--- src/rtl/pe_sequencer_if.sv ---
// pe_sequencer_if
// ---------------
// Bundles the job-control, feeder handshake and PE central-control signals of
// the pe_sequencer so the sequencer, its feeder and the PE grid share a single
// connection.
//
// Modports:
//   master : the feeder/ingress side; drives start, cfg_num_vec, cfg_num_pass,
//            in_valid and drain_almfull, and observes everything else.
//   slave  : the sequencer itself; drives in_rdy, ena, acc_res, acc_fin,
//            acc_stop, busy, done, cfg_err and perf_stall.
interface pe_sequencer_if #(
    parameter int FEED_DEPTH = 1024,
    parameter int PASS_WIDTH = 16
);
    localparam int VEC_W = $clog2(FEED_DEPTH + 1);

    logic                  start;
    logic [VEC_W-1:0]      cfg_num_vec;
    logic [PASS_WIDTH-1:0] cfg_num_pass;
    logic                  in_valid;
    logic                  in_rdy;
    logic                  drain_almfull;
    logic                  ena;
    logic                  acc_res;
    logic                  acc_fin;
    logic                  acc_stop;
    logic                  busy;
    logic                  done;
    logic                  cfg_err;
    logic [31:0]           perf_stall;

    modport master (
        output start, cfg_num_vec, cfg_num_pass, in_valid, drain_almfull,
        input  in_rdy, ena, acc_res, acc_fin, acc_stop, busy, done, cfg_err,
               perf_stall
    );

    modport slave (
        input  start, cfg_num_vec, cfg_num_pass, in_valid, drain_almfull,
        output in_rdy, ena, acc_res, acc_fin, acc_stop, busy, done, cfg_err,
               perf_stall
    );
endinterface

--- src/rtl/pe_sequencer.sv ---
// pe_sequencer
// ------------
// Job-level sequencer for the systolic PE array's accumulate loop. One job
// walks an output tile through num_pass K-blocks of num_vec vectors each and
// drives the PE central controls (ena, acc_res, acc_fin, acc_stop) so every
// PE feedback FIFO holds exactly one pass of partial sums. Between passes it
// inserts idle cycles so feedback data written DOT_DELAY cycles after issue
// is always present when the next pass reads it, and in the final pass it
// honours the drain FIFO's almost-full back-pressure.
//
// Ports:
//   clk    : clock
//   rst_n  : asynchronous active-low reset
//   seq_if : pe_sequencer_if.slave (start/cfg, in_valid/in_rdy handshake,
//            drain_almfull, ena/acc_* PE controls, busy/done/cfg_err status,
//            perf_stall counter)
//
// Optional feature macro: PE_SEQ_PERF_EN
//   defined   : perf_stall counts RUN/GAP cycles without an issue, clears on an
//               accepted start and saturates at 2^32-1.
//   undefined : perf_stall is tied to 0.
module pe_sequencer #(
    parameter int DOT_DELAY  = 11,
    parameter int FEED_DEPTH = 1024,
    parameter int PASS_WIDTH = 16
) (
    input  logic           clk,
    input  logic           rst_n,
    pe_sequencer_if.slave  seq_if
);
    localparam int VEC_W = $clog2(FEED_DEPTH + 1);
    localparam int TMR_W = $clog2(DOT_DELAY + 2);

    typedef enum logic [1:0] {
        IDLE,
        RUN,
        GAP,
        FLUSH
    } state_e;

    state_e                state_q, state_d;
    logic [VEC_W-1:0]      vec_cnt_q, vec_cnt_d;
    logic [VEC_W-1:0]      num_vec_q, num_vec_d;
    logic [PASS_WIDTH-1:0] pass_cnt_q, pass_cnt_d;
    logic [PASS_WIDTH-1:0] num_pass_q, num_pass_d;
    logic [TMR_W-1:0]      tmr_q, tmr_d;
    logic                  cfg_err_q, cfg_err_d;

    logic                  in_rdy;
    logic                  ena;
    logic                  last_vec;
    logic                  last_pass;
    logic                  tmr_zero;
    logic                  cfg_bad;
    logic                  has_gap;
    logic [31:0]           nv32;
    logic [TMR_W-1:0]      gap_m1;

    // Pass-position decodes. pass_cnt is deliberately not advanced past the
    // final pass, so last_pass stays true through FLUSH and acc_fin holds.
    assign last_vec  = (vec_cnt_q == num_vec_q - VEC_W'(1));
    assign last_pass = (pass_cnt_q == num_pass_q - PASS_WIDTH'(1));
    assign tmr_zero  = (tmr_q == '0);

    // Turnaround gap = DOT_DELAY+1-num_vec; the timer is loaded with gap-1.
    assign nv32    = 32'(num_vec_q);
    assign has_gap = (nv32 < 32'(DOT_DELAY + 1));
    assign gap_m1  = TMR_W'(32'(DOT_DELAY) - nv32);

    assign cfg_bad = (seq_if.cfg_num_vec == '0)
                   || (32'(seq_if.cfg_num_vec) > 32'(FEED_DEPTH))
                   || (seq_if.cfg_num_pass == '0);

    // Issue handshake and pass-level controls come only from registered state
    // plus in_valid/drain_almfull; the drain only gates the final pass.
    assign in_rdy = (state_q == RUN) && !(last_pass && seq_if.drain_almfull);
    assign ena    = in_rdy && seq_if.in_valid;

    assign seq_if.in_rdy   = in_rdy;
    assign seq_if.ena      = ena;
    assign seq_if.acc_res  = ((state_q == RUN) || (state_q == GAP)) && (pass_cnt_q != '0);
    assign seq_if.acc_fin  = (state_q != IDLE) && last_pass;
    assign seq_if.busy     = (state_q != IDLE);
    assign seq_if.done     = (state_q == FLUSH) && tmr_zero;
    assign seq_if.acc_stop = (state_q == FLUSH) && tmr_zero;
    assign seq_if.cfg_err  = cfg_err_q;

    // State and counter registers; reset drops every output to 0 at once.
    always_ff @(posedge clk or negedge rst_n) begin
        if (!rst_n) begin
            state_q    <= IDLE;
            vec_cnt_q  <= '0;
            num_vec_q  <= '0;
            pass_cnt_q <= '0;
            num_pass_q <= '0;
            tmr_q      <= '0;
            cfg_err_q  <= 1'b0;
        end else begin
            state_q    <= state_d;
            vec_cnt_q  <= vec_cnt_d;
            num_vec_q  <= num_vec_d;
            pass_cnt_q <= pass_cnt_d;
            num_pass_q <= num_pass_d;
            tmr_q      <= tmr_d;
            cfg_err_q  <= cfg_err_d;
        end
    end

    // Next-state logic: accept/reject jobs in IDLE, count issues in RUN,
    // hold off the next pass in GAP and wait out the PE pipeline in FLUSH.
    always_comb begin
        state_d    = state_q;
        vec_cnt_d  = vec_cnt_q;
        num_vec_d  = num_vec_q;
        pass_cnt_d = pass_cnt_q;
        num_pass_d = num_pass_q;
        tmr_d      = tmr_q;
        cfg_err_d  = 1'b0;

        case (state_q)
            IDLE: begin
                if (seq_if.start) begin
                    if (cfg_bad) begin
                        cfg_err_d = 1'b1;
                    end else begin
                        num_vec_d  = seq_if.cfg_num_vec;
                        num_pass_d = seq_if.cfg_num_pass;
                        vec_cnt_d  = '0;
                        pass_cnt_d = '0;
                        state_d    = RUN;
                    end
                end
            end
            RUN: begin
                if (ena) begin
                    if (last_vec) begin
                        vec_cnt_d = '0;
                        if (last_pass) begin
                            tmr_d   = TMR_W'(DOT_DELAY);
                            state_d = FLUSH;
                        end else begin
                            pass_cnt_d = pass_cnt_q + PASS_WIDTH'(1);
                            if (has_gap) begin
                                tmr_d   = gap_m1;
                                state_d = GAP;
                            end
                        end
                    end else begin
                        vec_cnt_d = vec_cnt_q + VEC_W'(1);
                    end
                end
            end
            GAP: begin
                if (tmr_zero) begin
                    state_d = RUN;
                end else begin
                    tmr_d = tmr_q - TMR_W'(1);
                end
            end
            FLUSH: begin
                if (tmr_zero) begin
                    state_d = IDLE;
                end else begin
                    tmr_d = tmr_q - TMR_W'(1);
                end
            end
            default: state_d = IDLE;
        endcase
    end

`ifdef PE_SEQ_PERF_EN
    logic        start_ok;
    logic [31:0] perf_q;

    assign start_ok = (state_q == IDLE) && seq_if.start && !cfg_bad;

    // Stall counter: RUN/GAP cycles without an issue, saturating, cleared
    // when a new job is accepted.
    always_ff @(posedge clk or negedge rst_n) begin
        if (!rst_n) begin
            perf_q <= '0;
        end else if (start_ok) begin
            perf_q <= '0;
        end else if (((state_q == RUN) || (state_q == GAP)) && !ena && (perf_q != '1)) begin
            perf_q <= perf_q + 32'd1;
        end
    end

    assign seq_if.perf_stall = perf_q;
`else
    assign seq_if.perf_stall = 32'd0;
`endif

endmodule
--- src/flat_wrapper.sv ---
// flat-port wrapper written by rule: the top's interface ports become plain ports
module pe_sequencer_flat 
#(
    parameter int DOT_DELAY  = 11,
    parameter int FEED_DEPTH = 1024,
    parameter int PASS_WIDTH = 16
)
  (clk, rst_n, seq_if_start, seq_if_cfg_num_vec, seq_if_cfg_num_pass, seq_if_in_valid, seq_if_drain_almfull, seq_if_in_rdy, seq_if_ena, seq_if_acc_res, seq_if_acc_fin, seq_if_acc_stop, seq_if_busy, seq_if_done, seq_if_cfg_err, seq_if_perf_stall);
  pe_sequencer_if #(.FEED_DEPTH(FEED_DEPTH), .PASS_WIDTH(PASS_WIDTH)) seq_if_i ();
  input  logic clk;
  input  logic rst_n;
  input wire logic [$bits(seq_if_i.start)-1:0] seq_if_start;
  input wire logic [$bits(seq_if_i.cfg_num_vec)-1:0] seq_if_cfg_num_vec;
  input wire logic [$bits(seq_if_i.cfg_num_pass)-1:0] seq_if_cfg_num_pass;
  input wire logic [$bits(seq_if_i.in_valid)-1:0] seq_if_in_valid;
  input wire logic [$bits(seq_if_i.drain_almfull)-1:0] seq_if_drain_almfull;
  output wire logic [$bits(seq_if_i.in_rdy)-1:0] seq_if_in_rdy;
  output wire logic [$bits(seq_if_i.ena)-1:0] seq_if_ena;
  output wire logic [$bits(seq_if_i.acc_res)-1:0] seq_if_acc_res;
  output wire logic [$bits(seq_if_i.acc_fin)-1:0] seq_if_acc_fin;
  output wire logic [$bits(seq_if_i.acc_stop)-1:0] seq_if_acc_stop;
  output wire logic [$bits(seq_if_i.busy)-1:0] seq_if_busy;
  output wire logic [$bits(seq_if_i.done)-1:0] seq_if_done;
  output wire logic [$bits(seq_if_i.cfg_err)-1:0] seq_if_cfg_err;
  output wire logic [$bits(seq_if_i.perf_stall)-1:0] seq_if_perf_stall;
  assign seq_if_i.start = seq_if_start;
  assign seq_if_i.cfg_num_vec = seq_if_cfg_num_vec;
  assign seq_if_i.cfg_num_pass = seq_if_cfg_num_pass;
  assign seq_if_i.in_valid = seq_if_in_valid;
  assign seq_if_i.drain_almfull = seq_if_drain_almfull;
  assign seq_if_in_rdy = seq_if_i.in_rdy;
  assign seq_if_ena = seq_if_i.ena;
  assign seq_if_acc_res = seq_if_i.acc_res;
  assign seq_if_acc_fin = seq_if_i.acc_fin;
  assign seq_if_acc_stop = seq_if_i.acc_stop;
  assign seq_if_busy = seq_if_i.busy;
  assign seq_if_done = seq_if_i.done;
  assign seq_if_cfg_err = seq_if_i.cfg_err;
  assign seq_if_perf_stall = seq_if_i.perf_stall;
  pe_sequencer #(.DOT_DELAY(DOT_DELAY), .FEED_DEPTH(FEED_DEPTH), .PASS_WIDTH(PASS_WIDTH)) u_core (.clk(clk), .rst_n(rst_n), .seq_if(seq_if_i));
endmodule
--- config.mk ---
export PLATFORM = sky130hd
export DESIGN_NAME = pe_sequencer_flat
export DESIGN_NICKNAME = d
export VERILOG_FILES = /design/src/rtl/pe_sequencer_if.sv /design/src/rtl/pe_sequencer.sv /design/src/flat_wrapper.sv
export SDC_FILE = /design/constraint.sdc
export NUM_CORES = 1
export LEC_CHECK = 0
export ABC_AREA = 0
export CAP_MARGIN = 5
export CORE_ASPECT_RATIO = 1.1
export CORE_MARGIN = 10
export CORE_UTILIZATION = 55
export DETAILED_ROUTE_END_ITERATION = 7
export PLACE_DENSITY = 0.82
export REMOVE_ABC_BUFFERS = 1
export SYNTH_ARGS = -nofsm -noshare
export SYNTH_HDL_FRONTEND = slang
export SYNTH_SLANG_ARGS = --single-unit
--- constraint.sdc ---
create_clock -name clk -period 4 [get_ports clk]
set_input_delay 0.8 -clock clk [delete_from_list [all_inputs] [get_ports clk]]
set_output_delay 0.8 -clock clk [all_outputs]
set_load 0.02 [all_outputs]
; After elaboration in Yosys (flattened, before gate mapping)
; Cells that the tools add are included.
[classes]
addsub = 6
order_cmp = 2
n_reduce_logical = 24
bitwise = 1
eq_ne = 14
n_mux = 29
[ops]
columns = cell, count
row1 = $mux 16, 5
row2 = $mux 11, 4
row3 = $pmux 16 s2, 1
row4 = $pmux 11 s2, 1
row5 = $mux 4, 5
row6 = $add 16x1->16 const B, 1
row7 = $eq 16x16->1, 1
row8 = $logic_not 16->1, 1
row9 = $mux 2, 8
row10 = $reduce_bool 16->1, 1
row11 = $sub 16x1->16 const B, 1
row12 = $add 11x1->11 const B, 1
row13 = $eq 11x11->1, 1
row14 = $gt 11x11->1 const B, 1
row15 = $logic_not 11->1, 1
row16 = $lt 11x4->1 const B, 1
row17 = $sub 11x1->11 const B, 1
row18 = $ne 2x2->1 const B, 5
row19 = $pmux 2 s4, 1
row20 = $pmux 4 s2, 1
row21 = $reduce_and 7->1, 1
row22 = $logic_and 1x1->1, 6
row23 = $ne 2x1->1 const B, 3
row24 = $reduce_and 6->1, 1
row25 = 16 further kinds, 23
[word_totals]
wordCells = 83
out_inout_bits = 40
reg_bits = 61
input_bits = 32

; Logic depth before layout (Yosys ltp)
[depth]
word_depth = 8
depth_mapped = 13
depth_no_buf = 11

; Worst setup path before layout
; No wires, ideal clock.
[synth_path]
path_type = reg2out
startpoint = register u_core.num_pass_q[0]
endpoint = output seq_if_acc_fin
t_arrival_ps = 3128
required_time_ps = 3200
stages_incl_launch_ff = 11
n_path_buf = 1
setup_slack_ps = 72
path_cell_list = dfrtp_1 -> inv_1 -> ha_1 -> or4b_4 -> buf_6 -> o31a_1 -> or3_1 -> a21oi_1 -> o211ai_1 -> or4b_2 -> nor2_1
[synth_via]
elab_chain_cells = 3
[synth_rtl]
columns = item, line
row1 = from (decl), pe_sequencer.sv:45  ; logic [PASS_WIDTH-1:0] num_pass_q, num_pass_d;
row2 = from (signal assigned), pe_sequencer.sv:103  ; num_pass_q <= num_pass_d;
row3 = $sub 16x1->16, pe_sequencer.sv:62  ; assign last_pass = (pass_cnt_q == num_pass_q - PASS_WIDTH'(1));
row4 = $eq 16x16->1, pe_sequencer.sv:62
row5 = $logic_and 1x1->1, pe_sequencer.sv:82  ; assign seq_if.acc_fin = (state_q != IDLE) && last_pass;
row6 = to (decl), flat_wrapper.sv:20  ; output wire logic [$bits(seq_if_i.acc_fin)-1:0] seq_if_acc_fin;
; No other way between the ends.

; Worst setup path in the final report
; Same ends and word-level chain as after synthesis.

==> out/metrics.yaml <==
path_clk_slew_ns: 0.07
drv_cap: 0
wl_met2_um: 6210
synth_ff_type: "dfrtp_1"
comb_power_share_pct: 37.4
min_path_type: "reg -> reg"
yosysMostFrequentCell: "dfrtp_1"
worst_slack_ns: 0.0550
pwr_density_cell_mw_per_mm2: 398
post_cts_buffers: 0
die_x_um: 107
internal_power_w: 0.00133
synth_area_leaders: "dfrtp_1, mux2_2, buf_4, xnor2_1, ha_1"
die-area_mm2: 0.0123
postPlaceCellArea_mm2: 0.00508
leakage_nw: 2.33
fin_crit_sh_pct: 98.6
clock-sinks: 61
switching_share_pct: 36.5
fillCellCount: 670
ys_top_cells_by_count: "dfrtp_1, nor2_1, buf_4, nand2_1, mux2_2"
synth_edf_count: 0
clockPowerShare_pct: 23.3
grt_overflow: 0
drv_slew: 0
synth_warnings: 0
root_buffer: "clkbuf_8"
async_reset_ff_share_pct: 100
port-buffer-count: 39
viasPerCell: 5.94
finalCriticalPeriod_ns: 3.95
place_ws_ns: -0.185
fin_worst_skew_ns: 0.00638
synth-seq-cells: 61
status: "finished, final reports clean"
numCtsBuffers: 9
seqPwrFrac_pct: 39.2
clockBufferDepth: 2
drt_iter0_drc: 247
vias: 4018
diodes: 0
core_mm2: 0.00800
ant_nets: 0
clock.fmax_mhz: 253
grt_util_all_layers_pct: 19.5
ff_latch_area_mm2: 0.00153
critPathMaxStageDelay_ns: 0.50
finalWeightedCongestion: 0.943
dp_hpwl_um: 9310
wl_met1_um: 4760
drc: 0
grt_pass1_vias: 4071
highest_layer: "met4"
p_switching_w: 0.000766
worstMarginPinSlew_ns: 1.11
final_area_mm2: 0.00526
grt_first_pass_wirelength_um: 19700
start_util_pct: 56.8
row_count: 34
nNetsFinal: 609
syn_inst: 506
io_pins: 72
path_delay_family: "simple AND/OR/NAND/NOR gates"
cp.required_ns: 3.20
crit_slowest_cell: "or4b_4"
cts_tree: "done"
synthesis.area_mm2: 0.00454
wirelength_um: 11900
drive_gt1_share_pct: 18.5
peakVddDrop_uv: 203
cts_max_level: 3
yosys.cell_types.count: 70
antenna_found_initial: 0
cp.buffers_inverters: 4
ys_seq_area_share_pct: 33.6
setup_tns_ns: 0
clkLatencyLatePin_ns: 0.35
synth.avg_cell_area_um2: 8.98
synth_top_area_share_pct: 33.6
cp-end-kind: "output pin"
finalSetupViolCount: 0
fin_util_pct: 65.8
slew_headroom_pct: 26.0
area_growth_pct: 15.8
die_h_um: 115
wl_per_cell_um: 17.5
routed-wl-met3_um: 466
path_class: "reg -> out"
grt_start_max_net_pins: 50
rsz0062_at_grt: "true"
power_w: 0.00209
hold_violations: 0
synth_top_cell_by_area: "dfrtp_1"
rrSetupSlack_ns: 0.27
crit_fanout: 6
dr.pass1.iters: 5
multi_input_area_mm2: 0.00268
critPathLaunchType: "flop"
postCtsHoldBufs: 0
crit_path_cell_trace: "inv_1 -> ha_2 -> or4b_4 -> buf_6 -> buf_4 -> xnor2_1 -> a31oi_1 -> o211ai_1 -> o211ai_1 -> or4b_4 -> nor2_2 -> buf_4"
crit_arrival_ns: 3.15
cell families (layout without fill, tap and decap cells):
family | after synthesis | count (layout) | synth area share (%)
other | 1 | 32 | 0.0825
DFF | 61 | 61 | 33.6
AOI/OAI and AO/OA | 102 | 102 | 16.4
adders and majority gates | 11 | 11 | 3.03
muxes | 29 | 29 | 7.13
and+or+nand+nor | 184 | 184 | 22.4
buffers and inverters | 84 | 116 | 10.5
xor gates and xnor gates | 34 | 34 | 6.86
power by group through the flow:
| stage | clock network (W) | registers (W) | logic [W] |
|---|---|---|---|
| 6_report | 0.000489 | 0.000822 | 0.000784 |
| 2_1_floorplan | 0 | 0.000808 | 0.000512 |
| 3_5_place_dp | 0 | 0.000832 | 0.000771 |
| 3_3_place_gp | 0 | 0.000827 | 0.000748 |
| 5_1_grt | 0.000520 | 0.000838 | 0.000867 |
| 4_1_cts | 0.000495 | 0.000820 | 0.000775 |
stage by stage:
| step | hold slack, ns | cells |
|---|---|---|
| global placement | 0.488 | 663 |
| floorplan | 0.466 | 479 |
| finish | 0.516 | 677 |
| CTS | 0.526 | 677 |
| global route | 0.553 | 677 |
| detailed placement | 0.508 | 663 |
per-layer routing:
metal	vias to the layer above	track usage, %
met5	-	0
met4	0	10.4
met3	32	3.41
met2	110	34.8
met1	1970	21.6
li1	1906	-
worst min-delay path, delay by kind of cell (launching register included):
kind / cells / cell delay (ns)
flops: 1 / 0.37
compound gates: 1 / 0.06
simple gates: 1 / 0.05
final timing paths:
path	start	endpoint	cells after the start
setup / recovery	u_core.num_pass_q[0]$_DFFE_PN0P_	seq_if_acc_fin	12
hold / removal	u_core.tmr_q[1]$_DFFE_PN0P_	u_core.tmr_q[1]$_DFFE_PN0P_	2
setup reg to reg	u_core.num_pass_q[0]$_DFFE_PN0P_	u_core.pass_cnt_q[6]$_DFFE_PN0P_	13
hold reg to reg	u_core.tmr_q[1]$_DFFE_PN0P_	u_core.tmr_q[1]$_DFFE_PN0P_	2
max in group asynchronous	rst_n	u_core.vec_cnt_q[9]$_DFFE_PN0P_	2
min in group asynchronous	rst_n	u_core.num_vec_q[4]$_DFFE_PN0P_	1
registers in the layout, summed over array words and instances, names as in the netlist:
name,flops
u_core.num_pass_q,16
u_core.num_vec_q,11
u_core.pass_cnt_q,16
u_core.seq_if.cfg_err,1
u_core.state_q,2
u_core.tmr_q,4
u_core.vec_cnt_q,11
timing repair:
| action | in CTS | in global routing |
|---|---|---|
| pin swaps | 0 | 4 |
| endpoints found under the setup margin | 3 | 3 |
| gates resized for setup | 7 | 14 |
placed cells by master, fill, tap and decap left out, types with 10 or more instances in the layout:
cell	n
a21oi_1	13
nor4_1	15
o21ai_0	22
nand2_1	30
inv_1	25
mux2_2	27
dfrtp_1	61
conb_1	32
ha_1	10
xnor2_1	23
and3_1	16
clkdlybuf4s50_1	35
nor3_1	17
xor2_1	10
buf_4	38
nand3_1	16
nor2_1	33
clkbuf_8	11
layout make-up:
cell class | instances | share of cell area [%]
multi-input cells | 392 | 50.9
clock inverters | 2 | 0.190
well taps | 108 | 2.57
clock buffers | 12 | 2.95
inverters | 26 | 1.86
repair buffers | 76 | 12.5
flip-flops and latches | 61 | 29.0
No activity file was read; power rests on OpenSTA's default activity.
